**config.mk**
```make
export PLATFORM = sky130hd
export DESIGN_NAME = panel_debounce
export DESIGN_NICKNAME = d
export VERILOG_FILES = /design/src/rtl/panel_debounce.sv
export SDC_FILE = /design/constraint.sdc
export NUM_CORES = 1
export LEC_CHECK = 0
export BUFFER_PORTS_ARGS = -buffer_cell sky130_fd_sc_hd__buf_2
export CORE_MARGIN = 10
export CORE_UTILIZATION = 25
export CTS_CLUSTER_SIZE = 30
export DETAILED_ROUTE_END_ITERATION = 6
export HOLD_SLACK_MARGIN = 0.08
export PLACE_DENSITY = 0.39
export SETUP_SLACK_MARGIN = 0.15
export SYNTH_ARGS = -nofsm -noshare
export SYNTH_HDL_FRONTEND = slang
export SYNTH_SLANG_ARGS = --single-unit
```
**constraint.sdc**
```tcl
create_clock -name i_clk -period 1.3 [get_ports i_clk]
set_input_delay 0.065 -clock i_clk [delete_from_list [all_inputs] [get_ports i_clk]]
set_output_delay 0.065 -clock i_clk [all_outputs]
set_load 0.01 [all_outputs]
```
**src/rtl/panel_debounce.sv**
```systemverilog
// panel_debounce: front-panel button/switch conditioner.
// Each raw input passes through a 2-flop synchronizer, then an independent
// stable-count debouncer. A small step FSM turns the debounced step button
// into one-cycle step pulses.
// Optional feature macro: PANEL_STEP_AUTOREPEAT_EN enables step auto-repeat
// (DELAY/REPEAT states driven by REPEAT_DELAY and REPEAT_PERIOD).
module panel_debounce #(
    parameter int DEBOUNCE_CYCLES = 1000,
    parameter int REPEAT_DELAY    = 500000,
    parameter int REPEAT_PERIOD   = 100000
) (
    input  logic i_clk,
    input  logic i_reset,
    input  logic i_rawBtnStep,
    input  logic i_rawBtnReset,
    input  logic i_rawSwInstrNCycle,
    input  logic i_rawSwStepNRun,
    input  logic i_rawSwEnableBreakpoint,
    output logic o_btnStep,
    output logic o_btnReset,
    output logic o_swInstrNCycle,
    output logic o_swStepNRun,
    output logic o_swEnableBreakpoint,
    output logic o_stepPulse,
    output logic o_anyChange
);
    localparam int N  = 5;
    // Counter only needs to hold DEBOUNCE_CYCLES-1, so it can never wrap.
    localparam int CW = (DEBOUNCE_CYCLES > 1) ? $clog2(DEBOUNCE_CYCLES) : 1;
    localparam logic [CW-1:0] CNT_LAST = CW'(DEBOUNCE_CYCLES - 1);

    // Reject illegal configurations at elaboration time.
    if (DEBOUNCE_CYCLES < 1 || DEBOUNCE_CYCLES > 65535 ||
        REPEAT_DELAY < 1 || REPEAT_PERIOD < 1) begin : g_bad_params
        $error("panel_debounce: parameter out of range");
    end

    // Lane order: 0 step, 1 reset button, 2 instr/cycle, 3 step/run, 4 breakpoint.
    logic [N-1:0]         raw;
    logic [N-1:0]         sync1_q, sync2_q;
    logic [N-1:0]         level_q, level_d;
    logic [N-1:0][CW-1:0] cnt_q, cnt_d;
    logic                 any_q;

    assign raw = {i_rawSwEnableBreakpoint, i_rawSwStepNRun, i_rawSwInstrNCycle,
                  i_rawBtnReset, i_rawBtnStep};

    // Two-flop synchronizers for the asynchronous panel inputs.
    always_ff @(posedge i_clk) begin
        if (i_reset) begin
            sync1_q <= '0;
            sync2_q <= '0;
        end else begin
            sync1_q <= raw;
            sync2_q <= sync1_q;
        end
    end

    // Per-lane debounce: count cycles of disagreement, accept after the full window.
    always_comb begin
        level_d = level_q;
        cnt_d   = cnt_q;
        for (int i = 0; i < N; i++) begin
            if (sync2_q[i] == level_q[i]) begin
                cnt_d[i] = '0;
            end else if (cnt_q[i] == CNT_LAST) begin
                level_d[i] = sync2_q[i];
                cnt_d[i]   = '0;
            end else begin
                cnt_d[i] = cnt_q[i] + CW'(1);
            end
        end
    end

    // Debounced levels, counters and the registered change strobe.
    always_ff @(posedge i_clk) begin
        if (i_reset) begin
            level_q <= '0;
            cnt_q   <= '0;
            any_q   <= 1'b0;
        end else begin
            level_q <= level_d;
            cnt_q   <= cnt_d;
            any_q   <= (level_d != level_q);
        end
    end

    assign o_btnStep            = level_q[0];
    assign o_btnReset           = level_q[1];
    assign o_swInstrNCycle      = level_q[2];
    assign o_swStepNRun         = level_q[3];
    assign o_swEnableBreakpoint = level_q[4];
    assign o_anyChange          = any_q;

`ifdef PANEL_STEP_AUTOREPEAT_EN
    localparam int RMAX = (REPEAT_DELAY > REPEAT_PERIOD) ? REPEAT_DELAY : REPEAT_PERIOD;
    localparam int RW   = (RMAX > 1) ? $clog2(RMAX) : 1;
    localparam logic [RW-1:0] DLY_LAST = RW'(REPEAT_DELAY - 1);
    localparam logic [RW-1:0] PER_LAST = RW'(REPEAT_PERIOD - 1);

    typedef enum logic [1:0] {S_IDLE, S_HELD, S_DELAY, S_REPEAT} state_t;
    state_t        state_q, state_d;
    logic [RW-1:0] rcnt_q, rcnt_d;

    // Step FSM state and repeat counter registers.
    always_ff @(posedge i_clk) begin
        if (i_reset) begin
            state_q <= S_IDLE;
            rcnt_q  <= '0;
        end else begin
            state_q <= state_d;
            rcnt_q  <= rcnt_d;
        end
    end

    // Next state: release always wins; repeat counter restarts after each repeat pulse.
    always_comb begin
        state_d = state_q;
        rcnt_d  = '0;
        if (!level_q[0]) begin
            state_d = S_IDLE;
        end else begin
            case (state_q)
                S_IDLE:  state_d = S_HELD;
                S_HELD:  state_d = S_DELAY;
                S_DELAY: begin
                    if (rcnt_q == DLY_LAST) state_d = S_REPEAT;
                    else                    rcnt_d  = rcnt_q + RW'(1);
                end
                S_REPEAT: begin
                    if (rcnt_q != PER_LAST) rcnt_d = rcnt_q + RW'(1);
                end
                default: state_d = S_IDLE;
            endcase
        end
    end

    // Pulse on acceptance, on leaving DELAY, and each REPEAT period while held.
    always_comb begin
        o_stepPulse = 1'b0;
        if (level_q[0]) begin
            case (state_q)
                S_IDLE:   o_stepPulse = 1'b1;
                S_DELAY:  o_stepPulse = (rcnt_q == DLY_LAST);
                S_REPEAT: o_stepPulse = (rcnt_q == PER_LAST);
                default:  o_stepPulse = 1'b0;
            endcase
        end
    end
`else
    typedef enum logic {S_IDLE, S_HELD} state_t;
    state_t state_q, state_d;

    // Step FSM state register.
    always_ff @(posedge i_clk) begin
        if (i_reset) state_q <= S_IDLE;
        else         state_q <= state_d;
    end

    // Next state: HELD while the debounced button stays closed.
    always_comb begin
        state_d = level_q[0] ? S_HELD : S_IDLE;
    end

    // One pulse per press, in the IDLE->HELD transition cycle.
    always_comb begin
        o_stepPulse = (state_q == S_IDLE) && level_q[0];
    end
`endif

endmodule
```
==> Word level (Yosys, flattened, before mapping) <==
Index checks and enable logic that the tools add are counted.
{ "totals": {"register_bits": 67, "out_inout_bits": 7, "elab_cells": 44} }
{ "classes": {"add_sub_neg": 5, "eq_ne": 11, "muxes": 11, "bitwise_logic": 1, "reduce_logical": 6} }
{ "op_table": {"columns": ["cell", "n"], "rows": [
  ["$add 10x1->10 const B", 5],
  ["$eq 10x10->1 const B", 5],
  ["$reduce_or 3->1", 5],
  ["$mux 1", 11],
  ["$eq 1x1->1", 5],
  ["$ne 5x5->1", 1],
  ["$logic_and 1x1->1", 1],
  ["$not 1->1", 1]
]} }

==> Longest topological paths before layout <==
{ "depth": {"depth_word": 4, "depth_mapped": 6, "mapped_depth_nobuf": 5} }

==> Least setup slack after synthesis <==
OpenSTA, ideal clock, no wires.
{ "synth_path": {"path_type": "register -> register", "start": "register cnt_q[0] in the netlist's numbering", "end": "register cnt_q[2] in the netlist's numbering", "arrival_time_ns": 1.320, "t_required_ns": 1.236, "slack_ns": -0.084, "path_stages_with_launch": 7, "path_buffers": 1, "path_cell_list": "dfxtp_1 > ha_1 > nand4_1 > nor4_4 > or3b_1 > buf_4 > nor2_1"} }
{ "synth_via": {"elab_chain_cells": 2, "elab_cells_between_ends": 3} }
{ "synth_lines": {"columns": ["item", "line", "rtl"], "rows": [
  ["from (decl)", "42", "logic [N-1:0][CW-1:0] cnt_q, cnt_d;"],
  ["from (signal assigned)", "83", "cnt_q <= cnt_d;"],
  ["parallel branches: the longest is 2 deep, another holds $add 10x1->10", null, null]
]} }
Parallel ways; which one is timed is not known.
A chain may end at the register's enable or synchronous reset.

==> Worst setup path in the final report <==
{ "layout_path": {"start": "register cnt_q[1] in the netlist's numbering", "end": "register cnt_q[0] in the netlist's numbering"} }
{ "layout_via": {"elab_chain_cells": 2} }
{ "layout_lines": {"columns": ["item", "line", "rtl"], "rows": [
  ["$eq 10x10->1", "66", "end else if (cnt_q[i] == CNT_LAST) begin"],
  ["$reduce_or 3->1 (no source line)", null, null]
]} }
Every way passes these cells.

==> results.json <==
{
  "run_status": "finished with violations",
  "failing_checks": "setup timing",
  "antenna_violating_nets_remaining": 0,
  "number_of_antenna_violations_at_the_first_check_in_global_routing": 0,
  "clk_pin_slew_ns": 0.07,
  "dieWidth_microns": 124,
  "global_route.usage.met1": 0.107,
  "worstSetupEndpointType": "flip-flop",
  "synth.yosys.warnings": 0,
  "r2r_start": "cnt_q[1]",
  "cts_inserted_buffers": 9,
  "syn-cell-area_sq_um": 2690,
  "syn-num-nets": 301,
  "synth_seq_area_share": 0.499,
  "family_with_the_most_delay_on_the_worst_path": "simple AND/OR/NAND/NOR gates",
  "filler_cell_count": 1101,
  "worst_ir_drop_vdd_mv": 0.429,
  "finalSetupViolations": 32,
  "path_cells": "ha_4, nand4_1, nor4_4, or3b_4, buf_12, nor2_4",
  "drv_cap": 0,
  "initial_utilization": 0.258,
  "final_hold_viol_count": 0,
  "timing_worst_slew_pin_value_ns": 0.386,
  "cts_max_level": 3,
  "worst_setup_skew_after_layout_ns": 0.00995,
  "regToRegSetupSlack_ns": -0.08,
  "final_net_count": 393,
  "core_region_area_sq_um": 10400,
  "first_pass_iters": 4,
  "power.total_mw": 3.79,
  "clockRootBuffer": "sky130_fd_sc_hd__clkbuf_8",
  "via_count": 2157,
  "drt-total-wl_mm": 5.85,
  "rr_endpoint": "cnt_q[0]",
  "layout_worst_path_cycle_share": 1.06,
  "hold-path-endpoint": "level_q[4]",
  "max_stage_delay_ns": 0.44,
  "cp_data_required_time_ns": 1.58,
  "achievable-frequency_mhz": 726,
  "crit_arrival_ns": 1.65,
  "ys_seq_elements": 67,
  "slew_headroom": 0.741,
  "num_rows": 37,
  "grt_overflow": 0,
  "area_growth_syn_to_layout_pct": 51.5,
  "finalMaxSlewViolations": 0,
  "hold_depth": 2,
  "sum_of_net_half_perimeters_after_detailed_placement_mm": 3.89,
  "postLayoutCoreUtil": 0.391,
  "first_pass_grt_wire_length_mm": 10.0,
  "reg2regPathDepth": 6,
  "drc": 0,
  "design_area_sq_um": 4070,
  "first_global_vias": 2151,
  "drtIter0Drc": 76,
  "holdCritStartpoint": "i_reset",
  "design.die.area_sq_um": 15300,
  "gp_congestion": 0.717,
  "cellLeakagePower_nw": 1.43,
  "port_buffers": 13,
  "clock-sinks": 67,
  "grtUsageTotal": 0.0820,
  "wire_per_inst_microns": 11.2,
  "post_synth.cell_area_avg_sq_um": 9.30,
  "tritoncts": "built",
  "grt_util_met2": 0.117,
  "worst-setup-path-type": "flip-flop to flip-flop",
  "die_height_microns": 124,
  "layer_with_the_highest_usage_after_global_routing": "met2",
  "grt_start_max_net_pins": 17,
  "n_antenna_cell": 0,
  "final_layout_size_suffix_gt1_frac": 0.469,
  "pin_count": 14,
  "crit_path_max_fanout": 5,
  "cpMaxStageDelayCell": "sky130_fd_sc_hd__or3b_4",
  "synth_cells": 289,
  "cts.path.max_buffers": 2,
  "tns_ns": -1.18,
  "layout_min_cycle_time_ns": 1.38,
  "post_synth_num_cell_types": 29,
  "worst_hold_slack_ns": 0.118,
  "use_met3": 0.0344,
  "place_area_sq_um": 3480,
  "min-delay-path-class": "primary input to flip-flop",
  "rsz0062_at_grt": "true",
  "post-route-worst-setup-slack_ns": -0.0774,
  "number_of_buffer_and_inverter_stages_on_the_critical_path": 1,
  "worst_setup_start_kind": "flip-flop",
  "post_detailed_route_via_to_cell_ratio": 4.13,
  "skew_pair_late_insertion_delay_ns": 0.34,
  "cellPowerDensity_nw_per_um2": 932
}
[final cells by class]
class	instances	area, sq um	area share
repair buffers	87	696	0.171
clock inverters	4	25.0	0.00615
multi-input cells	209	1630	0.401
inverters	7	26.3	0.00646
clock buffers	12	155	0.0381
well taps	136	170	0.0418
flip-flops and latches	67	1360	0.335
[worst max path at each step]
stage	startpoint	endpoint	slack, ns	cells past startpoint
final	cnt_q[1]	cnt_q[0]	-0.08	6
after global routing	cnt_q[14]	level_q[1]	-0.14	5
after CTS	cnt_q[1]	cnt_q[0]	-0.06	6
after detailed placement	cnt_q[10]	o_anyChange	-0.11	6
after global placement	cnt_q[21]	o_anyChange	-0.09	6
after floorplan	cnt_q[0]	cnt_q[0]	-0.01	6
[logic make-up (layout without fill, tap and decap cells)]
logic type	Yosys count	in the layout	synth area share
and+or+nand+nor	150	151	0.276
DFF	67	67	0.499
xor gates and xnor gates	45	45	0.147
AOI/OAI and AO/OA	3	3	0.00652
buffers and inverters	14	110	0.0293
adders and majority gates	5	5	0.0233
muxes	5	5	0.0186
[flip-flops by register name, indices dropped and copies added (netlist names)]
| name | cells |
|---|---|
| cnt_q | 50 |
| level_q | 5 |
| sync1_q | 5 |
| sync2_q | 5 |
| o_anyChange | 1 |
| state_q | 1 |
[cell usage after synthesis]
master | n | area (sq um)
sky130_fd_sc_hd__nor3_2 | 1 | 10.0
sky130_fd_sc_hd__nand3_1 | 15 | 75.1
sky130_fd_sc_hd__mux2i_1 | 5 | 50.1
sky130_fd_sc_hd__or2_1 | 2 | 12.5
sky130_fd_sc_hd__nor2_1 | 62 | 233
sky130_fd_sc_hd__clkbuf_1 | 2 | 7.51
sky130_fd_sc_hd__nand4_1 | 5 | 31.3
sky130_fd_sc_hd__nor3_1 | 19 | 95.1
sky130_fd_sc_hd__nor4_4 | 1 | 21.3
sky130_fd_sc_hd__a21oi_1 | 2 | 10.0
sky130_fd_sc_hd__buf_6 | 2 | 22.5
sky130_fd_sc_hd__nand2b_1 | 1 | 6.26
sky130_fd_sc_hd__xnor2_1 | 33 | 289
sky130_fd_sc_hd__xor2_1 | 12 | 105
sky130_fd_sc_hd__buf_4 | 3 | 22.5
sky130_fd_sc_hd__or3b_1 | 2 | 17.5
sky130_fd_sc_hd__ha_1 | 5 | 62.6
sky130_fd_sc_hd__nor2b_1 | 12 | 75.1
sky130_fd_sc_hd__nor4_2 | 1 | 12.5
sky130_fd_sc_hd__nand4b_1 | 2 | 17.5
sky130_fd_sc_hd__and3_1 | 3 | 18.8
sky130_fd_sc_hd__and2_1 | 1 | 6.26
sky130_fd_sc_hd__nor4_1 | 3 | 18.8
sky130_fd_sc_hd__inv_1 | 7 | 26.3
sky130_fd_sc_hd__or3_1 | 3 | 18.8
sky130_fd_sc_hd__dfxtp_1 | 67 | 1340
sky130_fd_sc_hd__a211oi_1 | 1 | 7.51
sky130_fd_sc_hd__nand2_1 | 16 | 60.1
sky130_fd_sc_hd__nand4_2 | 1 | 12.5
[per-layer routing]
layer | vias up | part of all wire
li1 | 1138 | -
met1 | 989 | 0.51
met3 | 7 | 0.043
met5 | - | 0
met4 | 0 | 0.012
met2 | 23 | 0.44
[timing repair]
| item | in CTS | in global routing |
|---|---|---|
| hold buffers | 5 | 0 |
| cloned | 2 | 0 |
| pin swaps | 13 | 5 |
| setup buffers | 2 | 0 |
| hold endpoints to repair | 5 | 0 |
| setup endpoints to repair | 55 | 55 |
| resized for setup | 39 | 48 |
[where the power goes]
part	internal [mW]	switching, mW
Clock	0.790	0.793
Combinational	0.0681	0.0583
Sequential	2.07	0.0109
[metrics by stage]
| stage | setup WS, ns | cells |
|---|---|---|
| 6_report | -0.0774 | 522 |
| 5_1_grt | -0.145 | 522 |
| 4_1_cts | -0.0596 | 522 |
| 3_5_place_dp | -0.114 | 497 |
| 3_3_place_gp | -0.0941 | 497 |
| 2_1_floorplan | -0.0147 | 289 |
[cells in the final DEF, fill, tap and decap left out, types with 14 or more instances in the layout]
cell	netlist	routed
sky130_fd_sc_hd__dfxtp_1	67	49
sky130_fd_sc_hd__nand3_1	15	15
sky130_fd_sc_hd__dfxtp_2	0	18
sky130_fd_sc_hd__nor2_1	62	24
sky130_fd_sc_hd__buf_4	3	60
sky130_fd_sc_hd__nand2_1	16	14
sky130_fd_sc_hd__xnor2_1	33	32
sky130_fd_sc_hd__nor2_2	0	25
(Power assumes the default switching activity.)
